<file path="config.mk">
export PLATFORM = sky130hd
export DESIGN_NAME = writeback_stage
export DESIGN_NICKNAME = d
export VERILOG_FILES = /design/src/rtl/writeback_pkg.sv /design/src/rtl/writeback_load_data_aligner.sv /design/src/rtl/writeback_stage.sv
export SDC_FILE = /design/constraint.sdc
export NUM_CORES = 1
export LEC_CHECK = 0
export CAP_MARGIN = 30
export CORE_UTILIZATION = 30
export CTS_CLUSTER_DIAMETER = 50
export DETAILED_ROUTE_END_ITERATION = 7
export PLACE_DENSITY_LB_ADDON = 0.08
export SYNTH_ARGS = -nofsm -noshare
export SYNTH_HDL_FRONTEND = slang
export SYNTH_HIERARCHICAL = 1
export SYNTH_SLANG_ARGS = --single-unit
</file>
<file path="constraint.sdc">
create_clock -name clk -period 2.96 [get_ports clk]
set_input_delay 0.592 -clock clk [delete_from_list [all_inputs] [get_ports clk]]
set_output_delay 0.592 -clock clk [all_outputs]
set_load 0.02 [all_outputs]
</file>
<file path="src/rtl/writeback_pkg.sv">
// Shared encodings and constants for the writeback stage and its load aligner.
package writeback_pkg;

    localparam int unsigned DATA_WIDTH = 32;

    localparam logic [4:0] REGISTER_ZERO = 5'd0;

    typedef enum logic [1:0] {
        LOAD_BYTE     = 2'b00,
        LOAD_HALF     = 2'b01,
        LOAD_WORD     = 2'b10,
        LOAD_RESERVED = 2'b11
    } load_size_e;

endpackage

</file>
<file path="src/rtl/writeback_load_data_aligner.sv">
// Extracts the addressed byte/half from a raw memory word, extends it, and flags misaligned accesses.
module load_data_aligner
    import writeback_pkg::*;
(
    input  logic [DATA_WIDTH-1:0] data,
    input  logic [1:0]            offset,
    input  load_size_e            size,
    input  logic                  is_unsigned,
    output logic [DATA_WIDTH-1:0] value,
    output logic                  misaligned
);

    logic [7:0]  byte_sel;
    logic [15:0] half_sel;
    logic        byte_sign;
    logic        half_sign;

    always_comb begin
        byte_sel  = data[{offset, 3'b000} +: 8];
        half_sel  = offset[1] ? data[31:16] : data[15:0];
        byte_sign = ~is_unsigned & byte_sel[7];
        half_sign = ~is_unsigned & half_sel[15];
        value      = data;
        misaligned = 1'b0;
        case (size)
            LOAD_BYTE: value = {{(DATA_WIDTH-8){byte_sign}}, byte_sel};
            LOAD_HALF: begin
                value      = {{(DATA_WIDTH-16){half_sign}}, half_sel};
                misaligned = offset[0];
            end
            LOAD_WORD: misaligned = (offset != 2'b00);
            default:   misaligned = 1'b1;
        endcase
    end

endmodule

</file>
<file path="src/rtl/writeback_stage.sv">
// Final pipeline stage: arbitrates execute/load results and drives one registered register-file write per cycle.
module writeback_stage
    import writeback_pkg::*;
#(
    parameter int unsigned STARVE_LIMIT       = 4,
    parameter int unsigned RETIRE_COUNT_WIDTH = 32
) (
    input  logic                          clk,
    input  logic                          rst_n,
    input  logic                          execute_valid,
    output logic                          execute_ready,
    input  logic [4:0]                    execute_destination,
    input  logic [DATA_WIDTH-1:0]         execute_result,
    input  logic                          load_valid,
    output logic                          load_ready,
    input  logic [4:0]                    load_destination,
    input  logic [DATA_WIDTH-1:0]         load_data,
    input  logic [1:0]                    load_byte_offset,
    input  logic [1:0]                    load_size,
    input  logic                          load_unsigned,
    output logic                          register_write_enable,
    output logic [4:0]                    register_write_address,
    output logic [DATA_WIDTH-1:0]         register_write_data,
    output logic                          misaligned_load_error,
    output logic [RETIRE_COUNT_WIDTH-1:0] retired_count
);

    localparam int unsigned STARVE_WIDTH = $clog2(STARVE_LIMIT + 1);
    localparam logic [STARVE_WIDTH-1:0] STARVE_MAX = STARVE_WIDTH'(STARVE_LIMIT);

    logic [STARVE_WIDTH-1:0] starve_cnt;
    logic                    execute_priority;
    logic [DATA_WIDTH-1:0]   load_value;
    logic                    load_misaligned;

    load_data_aligner u_aligner (
        .data        (load_data),
        .offset      (load_byte_offset),
        .size        (load_size_e'(load_size)),
        .is_unsigned (load_unsigned),
        .value       (load_value),
        .misaligned  (load_misaligned)
    );

    // Load normally wins; execute gets one grant after STARVE_LIMIT consecutive losses.
    always_comb begin
        execute_priority = (starve_cnt == STARVE_MAX);
        load_ready       = rst_n & load_valid & ~(execute_priority & execute_valid);
        execute_ready    = rst_n & execute_valid & ~load_ready;
    end

    always_ff @(posedge clk) begin
        if (!rst_n) begin
            register_write_enable  <= 1'b0;
            register_write_address <= '0;
            register_write_data    <= '0;
            misaligned_load_error  <= 1'b0;
            retired_count          <= '0;
            starve_cnt             <= '0;
        end else begin
            register_write_enable <= 1'b0;
            misaligned_load_error <= 1'b0;
            if (execute_ready) begin
                register_write_enable  <= (execute_destination != REGISTER_ZERO);
                register_write_address <= execute_destination;
                register_write_data    <= execute_result;
                retired_count          <= retired_count + RETIRE_COUNT_WIDTH'(1);
            end else if (load_ready) begin
                if (load_misaligned) begin
                    misaligned_load_error <= 1'b1;
                end else begin
                    register_write_enable  <= (load_destination != REGISTER_ZERO);
                    register_write_address <= load_destination;
                    register_write_data    <= load_value;
                    retired_count          <= retired_count + RETIRE_COUNT_WIDTH'(1);
                end
            end

            if (execute_ready) begin
                starve_cnt <= '0;
            end else if (execute_valid && load_ready && starve_cnt != STARVE_MAX) begin
                starve_cnt <= starve_cnt + STARVE_WIDTH'(1);
            end
        end
    end

endmodule

</file>
==> results of run 1 <==
## layout make-up
cell class                 count  share of cell area
tap                          176             0.03563
timing repair buffer         174              0.2762
multi-input combinational    361              0.3930
inverter                       8            0.004859
sequential                    74              0.2397
clock inverter                 3            0.007491
clock buffer                  12             0.04313
## power breakdown
group / switching [W] / internal, W / total, W
registers: 0.0000305 / 0.00105 / 0.00108
clock network: 0.000429 / 0.000720 / 0.00115
logic: 0.000300 / 0.000317 / 0.000618
## state kept, by name, summed over array words and instances, names as in the netlist
register,count
misaligned_load_error,1
register_write_address,5
register_write_data,32
register_write_enable,1
starve_cnt,3
retired_count,32
## metal layers
metal	part of all wire	track usage
met3	0.065	0.05840
met4	0.014	0.05380
met5	0	0
met2	0.49	0.3260
met1	0.43	0.2234
## cell families (layout without fill, tap and decap cells)
logic type,after synthesis,after routing,synth area share
adders and majority gates,3,3,0.009181
DFF,74,74,0.3623
muxes,51,51,0.1328
buffers and inverters,44,197,0.04682
AOI/OAI and AO/OA,109,109,0.1897
xor gates and xnor gates,19,19,0.04070
and+or+nand+nor,179,179,0.2185
## per-stage QoR
stage	std cells	util	cell area, sq um
global placement	793	0.4430	5867
detailed placement	793	0.4430	5867
floorplan	479	-	4089
finish	808	0.4666	6180
CTS	808	0.4666	6180
global route	808	0.4666	6180
## synth_stat cells (all sizes together), types with 2 or more instances
library cell and n:
dfxtp 74, nor2 64, mux2i 44, nand2 42
a211oi 37, o21ai 24, clkbuf 20, buf 16
a21oi 15, nand3 13, a221o 12, xor2 12
nand4 10, and3 9, a22o 8, inv 7
xnor2 7, and2 6, mux2 6, or3 6
nand2b 5, nor3 5, and4 4, and4b 4
o221a 4, or4 4, ha 3, nor3b 2
nor4 2, o21a 2, o31ai 2
## worst max-delay path by stage
| stage | slack [ns] | cells past startpoint | endpoint |
|---|---|---|---|
| 2_1_floorplan | 0.57 | 9 | register_write_address[0] |
| 3_3_place_gp | 0.19 | 4 | execute_ready |
| 3_5_place_dp | 0.12 | 8 | retired_count[29] |
| 4_1_cts | 0.17 | 4 | execute_ready |
| 5_1_grt | 0.10 | 4 | load_ready |
| 6_report | 0.19 | 4 | execute_ready |
## worst max-delay path: stages
cell and delay (ns):
sky130_fd_sc_hd__clkdlybuf4s50_1 0.47, sky130_fd_sc_hd__a21boi_0 0.45, sky130_fd_sc_hd__nor2_4 0.09, sky130_fd_sc_hd__clkdlybuf4s50_1 0.57
==> impl_summary.md, run 1 <==
Status
The run finished with clean final reports.

Setup path
The worst register-to-register path has a setup slack of 0.85 ns. The sort of element at the start of the critical path is an input pin. The critical path starts at load_valid. The required time of the critical path is 2.37 ns. The signal arrival time at the worst endpoint is 2.18 ns. By startpoint and endpoint, the worst setup path is classified as input pin to primary output. The kind of end point of the critical path is a primary output.

The depth of the worst register-to-register path is 7. The critical register-to-register path startpoint is starve_cnt[0]. The capturing point of the worst reg2reg path is register_write_data[5]. The largest fanout on the critical path is 3.

Final layout
The post-synthesis to final-layout area growth is 51.13%. The antenna diode count is 0. The footprint of the flip-flops and latches is 0.001481 sq mm. Of the cells placed in the final design, the portion with a size suffix greater than 1 is 0.08861. Counting the fill cells in the layout gives 1317. In the final layout, the multi-input gates occupy 0.002429 sq mm. The number of nets at the end of the flow is 714. Leaving out fill and tap cells, the most frequent cell in the layout is sky130_fd_sc_hd__clkdlybuf4s50_1. Leaving out fill and tap cells, the most frequent cells in the layout are 155 x sky130_fd_sc_hd__clkdlybuf4s50_1, 74 x sky130_fd_sc_hd__dfxtp_1, 63 x sky130_fd_sc_hd__nor2_1.

Global route
The initial antenna violation count was 0. The wire length of the first global-routing pass is 20610 um. Summed over all layers, the global routing overflow is 0. The pin count of the biggest net entering global routing is 56. Across every metal layer, demand over resource in global routing totals 0.1888. The number of global-route vias before repair was 3955.

Clock network
The number of buffers added by the clock tree synthesis step is 9. Post-CTS timing repair inserted 0 buffers for setup. After clock tree synthesis, the clock-pin slew on the worst setup and hold paths is 0.05 ns. The number of buffers added to fix hold violations after cts is 0. CTS placed an instance of sky130_fd_sc_hd__clkbuf_16 at the clock tree root. The clock passes through at most 2 buffers. In this run, post-CTS repair resized a total of 0 instances.

TritonCTS built the clock tree. At the later pin of the worst-skew pair, clock insertion delay measures 0.34 ns. The clock tree synthesis step divided the H-tree into 3 levels. The number of clock sinks is 74.

Yosys
After synthesis, the mean cell area works out to 8.536 sq um. The cell area that synthesis handed to floorplanning was 0.004089 sq mm. The number of warnings printed during yosys synthesis is 6. The count of different cell masters after synthesis is 50. Of all flip-flops after synthesis, the portion carrying an async set or reset was 0.

When the netlist entered floorplanning its net count stood at 565. The share of synthesized area in the top cell type comes to 0.3623. The gate count of the mapped netlist is 479. The share of the Yosys chip area taken by registers is 0.3623.

For this run, the leading register cell type out of synthesis is sky130_fd_sc_hd__dfxtp_1. The number of flops mapped to enable cells by yosys is 0. The number of storage elements in the synthesis netlist is 74. Ranked by total cell area, the synthesized netlist is headed by sky130_fd_sc_hd__dfxtp_1 36%, sky130_fd_sc_hd__mux2i_1 11%, sky130_fd_sc_hd__a211oi_1 6.8%. The dominant cell type by area after synthesis is sky130_fd_sc_hd__dfxtp_1.

STA
Setup repair after global routing left no endpoint under its margin. Summed over all failing endpoints, the final setup total negative slack is 0 ns. Of the available clock period, the critical path in the final layout requires 0.9372.

The headroom to the max-slew limit is 0.5664. Across the routed clock network, the largest skew measured is 0.005752 ns. The transition at the pin with the smallest max-transition slack is 0.6505 ns.

The final critical-path required period is 2.774 ns. Setup violations remaining at the end of the flow were counted as 0. The maximum clock frequency is 360.5 MHz. The post-route worst hold slack is 0.4962 ns. The final hold violation count was 0. The max-slew violation count is 0.

Setup slack closes at 0.1859 ns.

Floorplanning
The vertical extent of the die is 118.7 um. The region available for standard cell placement spans 0.01324 sq mm. The die is 118.7 um wide.

The initialized floorplan defines 42 standard-cell rows. The initial utilization of the core area, before any placement, comes to 0.3088. The die area is 0.01410 sq mm. The I/O pin count is 156.

Route
The routed length per instance is 16.47 um. The sum of routed wire length over all layers is 13310 um. Dividing the detail-routed via count by the number of cells gives 5.094. The detailed-router iteration count before antenna repair is 4. The number of nets with antenna violations after detailed routing is 0.

The number of remaining DRC errors is 0. The initial detailed-routing violation count is 178. The detailed router placed 4116 vias in this run.

Flow run
The max-cap violation count is 0.

Hold path
The hold path endpoint is register_write_data[9]. The worst hold path was traced through 2 stages. The beginning of the worst hold path is register_write_data[9]. The worst hold path belongs to the class register to register.

Placement
The sum of net half-perimeters after detailed placement is 10160 um. Port buffering added 155 buffers. The worst setup timing slack at the placement stage is 0.1163 ns. The congestion estimate from routability-driven global placement came to 0.8639.

Power
The design draws 0.002849 W. Summed over all cells, the static leakage comes to 2.217 nW. The maximum vdd ir drop is 0.2346 mV. The areal power density over the cells is 461.1 mW/mm^2.
(Power assumes the default switching activity.)
==> inputs of run 2 (changes only) <==
Settings changed: RECOVER_POWER from default to 25.
==> run 2 against run 1 <==
  * Die area unchanged
  * Register-to-register slack got worse by 0.04 ns
  * Clock power about the same
  * Fmax hardly changed
  * Sequential share of layout area is 0.058 points higher
  * Via count unchanged
  * Clock skew is 0.0015 ns higher
  * Critical path depth unchanged
  * Combinational power fell by 3%
  * Non-clock buffer count is the same
  * Critical path type unchanged
  * Critical endpoint unchanged
  * Highest routed layer unchanged
==> impl_summary.md, run 2 (synthesis results as in run 1) <==
Setup path
Across all register-to-register paths, the minimum setup slack is 0.81 ns. The worst setup path is captured at a primary output. The capturing point of the worst reg2reg path is register_write_data[5].

The sort of element at the start of the critical path is an input pin. The worst register-to-register path begins at starve_cnt[0]. In this run the worst path has a maximum fanout of 3. The number of cells on the worst reg-to-reg path is 7. Data on the critical path arrives at its endpoint at 2.18 ns. The required time of the critical path is 2.37 ns. The classification of the worst setup path is input pin to primary output.

Power
The net switching fraction of the power is 0.2683. Of the total power, combinational logic draws 0.212. Power spread over the standard cell area amounts to 459.5 mW/mm^2. The total design power is 0.002832 W.

The share of total power dissipated in sequential elements is 0.381. Of the total power, the clock network draws 0.406. The internal portion of the total power is 0.002072 W. IR analysis of the VDD net gives a maximum drop of 0.2339 mV. For this design the static power due to leakage is 2.285 nW. The net switching power is 0.0007600 W.

Status
The run finished with clean final reports.

Final layout
The largest registers in the layout are register_write_data (32), retired_count (32), register_write_address (5). The number of nets at the end of the flow is 714. From synthesis to final layout, the design area changed by 50.76%. The finished layout holds 808 standard cells, fillers aside. The post-route standard cell area excluding fillers is 0.006165 sq mm. In the layout the commonest cells are 122 x sky130_fd_sc_hd__clkdlybuf4s50_1, 74 x sky130_fd_sc_hd__dfxtp_1, 63 x sky130_fd_sc_hd__nor2_1. The antenna diode count is 0. The commonest non-fill, non-tap cell in the layout is sky130_fd_sc_hd__clkdlybuf4s50_1. In the final layout, the share of cells above drive strength 1 is 0.08703.

Route
Routed signal wires occupy layers up through met4. The total routed wire length on the met1 layer is 5635 um. Dividing the detail-routed via count by the number of cells gives 5.094. The via count is 4116. The detailed route wirelength on metal2 is 6603 um. The met3 wire length is 889 um.

The initial detailed-routing violation count is 194. The number of nets with antenna violations after detailed routing is 0. The sum of routed wire length over all layers is 13310 um. The number of remaining DRC errors is 0. The first TritonRoute pass finished after 4 iterations. The routed length per instance is 16.47 um.

Global route
The number of global-route vias before repair came to 3955. The overall track demand over capacity in global routing is 0.1888. The first global-routing pass estimated 20610 um of wire.

The total overflow left after global routing is 0. The pin count of the biggest net entering global routing is 56. The initial antenna violation count came to 0.

STA
The worst pin sits at a relative slew slack of 0.2137. The max-slew violation count was 0. The final critical-path required period is 2.776 ns. Derived from the worst setup path, the maximum achievable clock frequency is 360.2 MHz. Across the routed clock network, the largest skew measured is 0.007207 ns.

For the pin with the worst max-slew slack, the measured transition is 1.179 ns. Hold timing on the final database bottoms out at a slack of 0.4931 ns. The final critical-path share of the clock period is 0.9379. Setup violations remaining at the end of the flow were counted as 0. Adding up every negative setup slack in the final design gives 0 ns. The final hold violation count came to 0.

Setup repair after global routing left no endpoint under its margin.

Clock network
The clock reaches the later pin of the worst-skew pair after 0.34 ns. The deepest level of the CTS H-tree is 3. The number of clock sinks is 74. The deepest clock path buffer count is 2.

The number of buffers added to fix hold violations after cts is 0. The master cell of the clock root buffer is sky130_fd_sc_hd__clkbuf_16. In this run, CTS created clock tree buffers numbering 9. Clock-pin slew was measured on the worst setup and hold paths at 0.06 ns. The number of post-CTS setup repair buffers is 0. The number of gates given a new drive strength after cts is 0. The clock tree from TritonCTS is done.

Hold path
For hold timing, the worst endpoint is register_write_data[23]. The startpoint identified for the worst hold timing path is register_write_data[23]. In this run the worst hold path is classified as register to register. Counting instances, the worst hold path has a depth of 2.

Floorplanning
The floorplan step set the die height to 118.7 um. The initial utilization of the core area, before any placement, comes to 0.3088. Row generation in the floorplan step produced 42 rows. The die covers 0.01410 sq mm.

The die span in x is 118.7 um. For this design the top-level I/O count stands at 156. After floorplanning, the core was sized to cover 0.01324 sq mm.

Placement
At the end of routability-driven placement, the weighted congestion stood at 0.8639. The sum of net half-perimeters after detailed placement is 10160 um. Input and output buffers added on the ports amount to 155. The cell area after placement is 0.005867 sq mm. The number of cells after detailed placement is 793.

Flow run
The max-cap violation count is 0.
==> run 2: cell count changes in the layout (fill, tap and decap cells not counted) <==
cell and delta:
sky130_fd_sc_hd__inv_2 -1, sky130_fd_sc_hd__inv_1 +1, sky130_fd_sc_hd__buf_12 -1, sky130_fd_sc_hd__clkbuf_2 +1
sky130_fd_sc_hd__clkdlybuf4s50_1 -33, sky130_fd_sc_hd__dlygate4sd3_1 +33
==> run 2: routing by layer <==
metal  vias up  track usage
met5         -            0
met4         0      0.05380
met3        13      0.05840
met2       117       0.3260
met1      1934       0.2234
li1       2052            -
==> run 2: critical path: stages <==
cell and delay (ns):
sky130_fd_sc_hd__clkdlybuf4s50_1 0.47, sky130_fd_sc_hd__a21boi_0 0.45, sky130_fd_sc_hd__nor2_4 0.10, sky130_fd_sc_hd__clkdlybuf4s50_1 0.57
==> run 2: layout make-up <==
| type | count | area (sq um) |
|---|---|---|
| flip-flops and latches | 74 | 1481 |
| multi-input cells | 361 | 2429 |
| repair buffers | 174 | 1692 |
| well taps | 176 | 220.2 |
| fillers | 1319 | 7078 |
| inverters | 8 | 30.03 |
| clock inverters | 3 | 46.29 |
| clock buffers | 12 | 266.5 |
==> run 2: power groups by stage <==
stage	clock network, W	registers (W)	logic [W]
after global placement	0	0.00110	0.000619
final	0.00115	0.00108	0.000601
after detailed placement	0	0.00110	0.000623
after floorplan	0	0.00117	0.000246
after global routing	0.00123	0.00109	0.000644
after CTS	0.00118	0.00108	0.000625
==> run 2: metrics by stage <==
stage	util	worst slack (ns)
floorplan	-	0.5691
global placement	0.4430	0.1869
detailed placement	0.4430	0.1163
CTS	0.4666	0.1659
global route	0.4655	0.1010
finish	0.4655	0.1837
==> run 2: how the worst max path moves through the flow <==
stage                             start                         to  slack, ns  cells after the start
detailed placement  load_byte_offset[0]          retired_count[29]       0.12                      8
global placement             load_valid              execute_ready       0.19                      4
global route              execute_valid                 load_ready       0.10                      4
floorplan                  load_size[1]  register_write_address[0]       0.57                      9
finish                       load_valid              execute_ready       0.18                      4
CTS                          load_valid              execute_ready       0.17                      4
==> inputs of run 3 (changes only) <==
Settings changed: MAX_ROUTING_LAYER from default to met4.
==> run 3 against run 2 <==
  * Combinational power hardly changed
  * Final area is 0.57% higher
  * Total power is 1.5% higher
  * Global-route usage is 0.54 points higher
  * Worst hold slack hardly changed
  * Critical endpoint is now load_ready
  * Highest routed layer unchanged
==> impl_summary.md, run 3 (synthesis results as in run 1) <==
Floorplanning
During I/O placement, the number of pins put on the boundary was 156. The effective utilization at floorplan is 0.3088. The die area is 0.01410 sq mm.

The die is 118.7 um tall. From left edge to right edge, the die measures 118.7 um. The region available for standard cell placement spans 0.01324 sq mm.

Row generation in the floorplan step produced 42 rows.

Route
The via count is 4069. The routed design has 13000 um of wire. In the final routed layout, each cell accounts on average for 16.05 um.

The initial detailed-routing violation count is 194. Once detail routing completed, the nets flagged for antenna violations numbered 0. The per-cell via count in the routed design is 5.023. After detailed routing, the number of remaining DRC violations is 0. The detailed-router iteration count before antenna repair is 4.

Setup path
For the worst setup path, the data required time is 2.37 ns. The classification of the worst setup path is input pin to primary output. The sort of element at the start of the critical path is an input pin. The worst setup path is captured at a primary output. The signal arrival time at the worst endpoint is 2.18 ns. The largest fanout on the critical path is 5.

Global route
The number of global-route vias before repair was 4004. The initial antenna violation count is 0. In the global route stage, overall resource usage came out at 0.1942. The overflow left after global routing is 0.

The first global-routing pass estimated 20610 um of wire. Entering global routing, the biggest net connects 79 pins.

Power
The areal power density over the cells is 463.8 mW/mm^2. Summing internal, switching and leakage power gives 0.002875 W. VDD sags by at most 0.2267 mV. Summed over all cells, the static leakage comes to 2.304 nW.

STA
The transition at the pin with the smallest max-transition slack is 0.7815 ns. Setup repair after global routing left no endpoint under its margin. The headroom to the max-slew limit is 0.4784.

The total negative setup slack is 0 ns. The final critical-path share of the clock period is 0.9364. The clock arrives with 0.007770 ns of skew. The worst path in the final design needs a cycle of 2.772 ns, including I/O delays and setup. Based on the critical path, the design can be clocked at up to 360.8 MHz. The max-slew violation count came to 0. The setup violation total in the final timing report is 0. The final hold violation count is 0.

Placement
The routability congestion estimate is 0.9069. Once placement completed, the tool counted placed cells totaling 795. The port buffer count is 155.

The HPWL after detailed placement is 10020 um. The cell area after placement is 0.005894 sq mm.

Clock network
Clock tree synthesis selected as its root buffer the cell sky130_fd_sc_hd__clkbuf_16. The number of buffers added by the clock tree synthesis step is 9. In this run the deepest clock path goes through 2 buffers. TritonCTS built the clock tree. The number of buffers added to fix hold violations after cts is 0. CTS built an H-tree with a depth of 3. After clock tree synthesis, the setup repair step added 0 buffers. The clock transition at the registers of the reported paths is 0.06 ns. The number of clock sinks is 74. Gates resized during post-CTS repair numbered 0. The clock insertion delay at the later pin of the skew report is 0.34 ns.

Flow run
The max-cap violation count is 0.

Final layout
The proportion of layout cells with a drive suffix above 1 is 0.08675. The filler cell count is 1308. The finished layout holds 810 standard cells, fillers aside. The largest registers in the layout are register_write_data (32), retired_count (32), register_write_address (5). The finished cells cover 0.006200 sq mm.

The post-synthesis to final-layout area growth is 51.62%. The antenna diode count is 0. The final layout contains 716 nets. The top cell types in the final layout, fill and taps aside, are 122 x sky130_fd_sc_hd__clkdlybuf4s50_1, 74 x sky130_fd_sc_hd__dfxtp_1, 63 x sky130_fd_sc_hd__nor2_1. The commonest non-fill, non-tap cell in the layout is sky130_fd_sc_hd__clkdlybuf4s50_1.

Status
The run finished with clean final reports.

Hold path
The min-delay analysis places its worst path in the category register to register.
[run 3: layout make-up]
type | instances | area, sq um | area share
multi-input combinational | 361 | 2429 | 0.3917
timing repair buffer | 176 | 1719 | 0.2773
sequential | 74 | 1481 | 0.2390
clock buffer | 13 | 260.3 | 0.04198
tap | 176 | 220.2 | 0.03552
clock inverter | 2 | 60.06 | 0.009687
inverter | 8 | 30.03 | 0.004844
[run 3: critical path, cell delays in order]
cell and delay (ns):
sky130_fd_sc_hd__clkdlybuf4s50_1 0.55, sky130_fd_sc_hd__nand3_1 0.21, sky130_fd_sc_hd__and3_1 0.28, sky130_fd_sc_hd__clkdlybuf4s50_1 0.55
[run 3: worst paths after layout]
path / from / end / slack (ns) / depth (start not counted)
worst min register to register: register_write_data[24] / register_write_data[24] / 0.49 / 2
worst max register to register: starve_cnt[0] / register_write_data[7] / 0.83 / 8
worst min-delay path: register_write_data[24] / register_write_data[24] / 0.49 / 2
worst max-delay path: execute_valid / load_ready / 0.19 / 4
[run 3: per-layer routing]
metal	GRT usage	up-vias	routed length [um]
met1	0.2328	1889	5734
met4	0.07674	0	246
met3	0.04199	14	687
met2	0.3162	113	6333
li1	-	2053	-
met5	-	-	0
[run 3: through the flow]
stage	hold slack, ns	worst slack, ns	util
floorplan	0.4620	0.5691	-
global placement	0.4728	0.1648	0.4451
detailed placement	0.4882	0.1717	0.4451
CTS	0.4988	0.1537	0.4693
global route	0.5088	0.08566	0.4682
finish	0.4933	0.1881	0.4682
[run 3: power by group]
| part | total, W | internal [W] | switching, W |
|---|---|---|---|
| Combinational | 0.000600 | 0.000303 | 0.000296 |
| Clock | 0.00119 | 0.000780 | 0.000414 |
| Sequential | 0.00108 | 0.00105 | 0.0000294 |
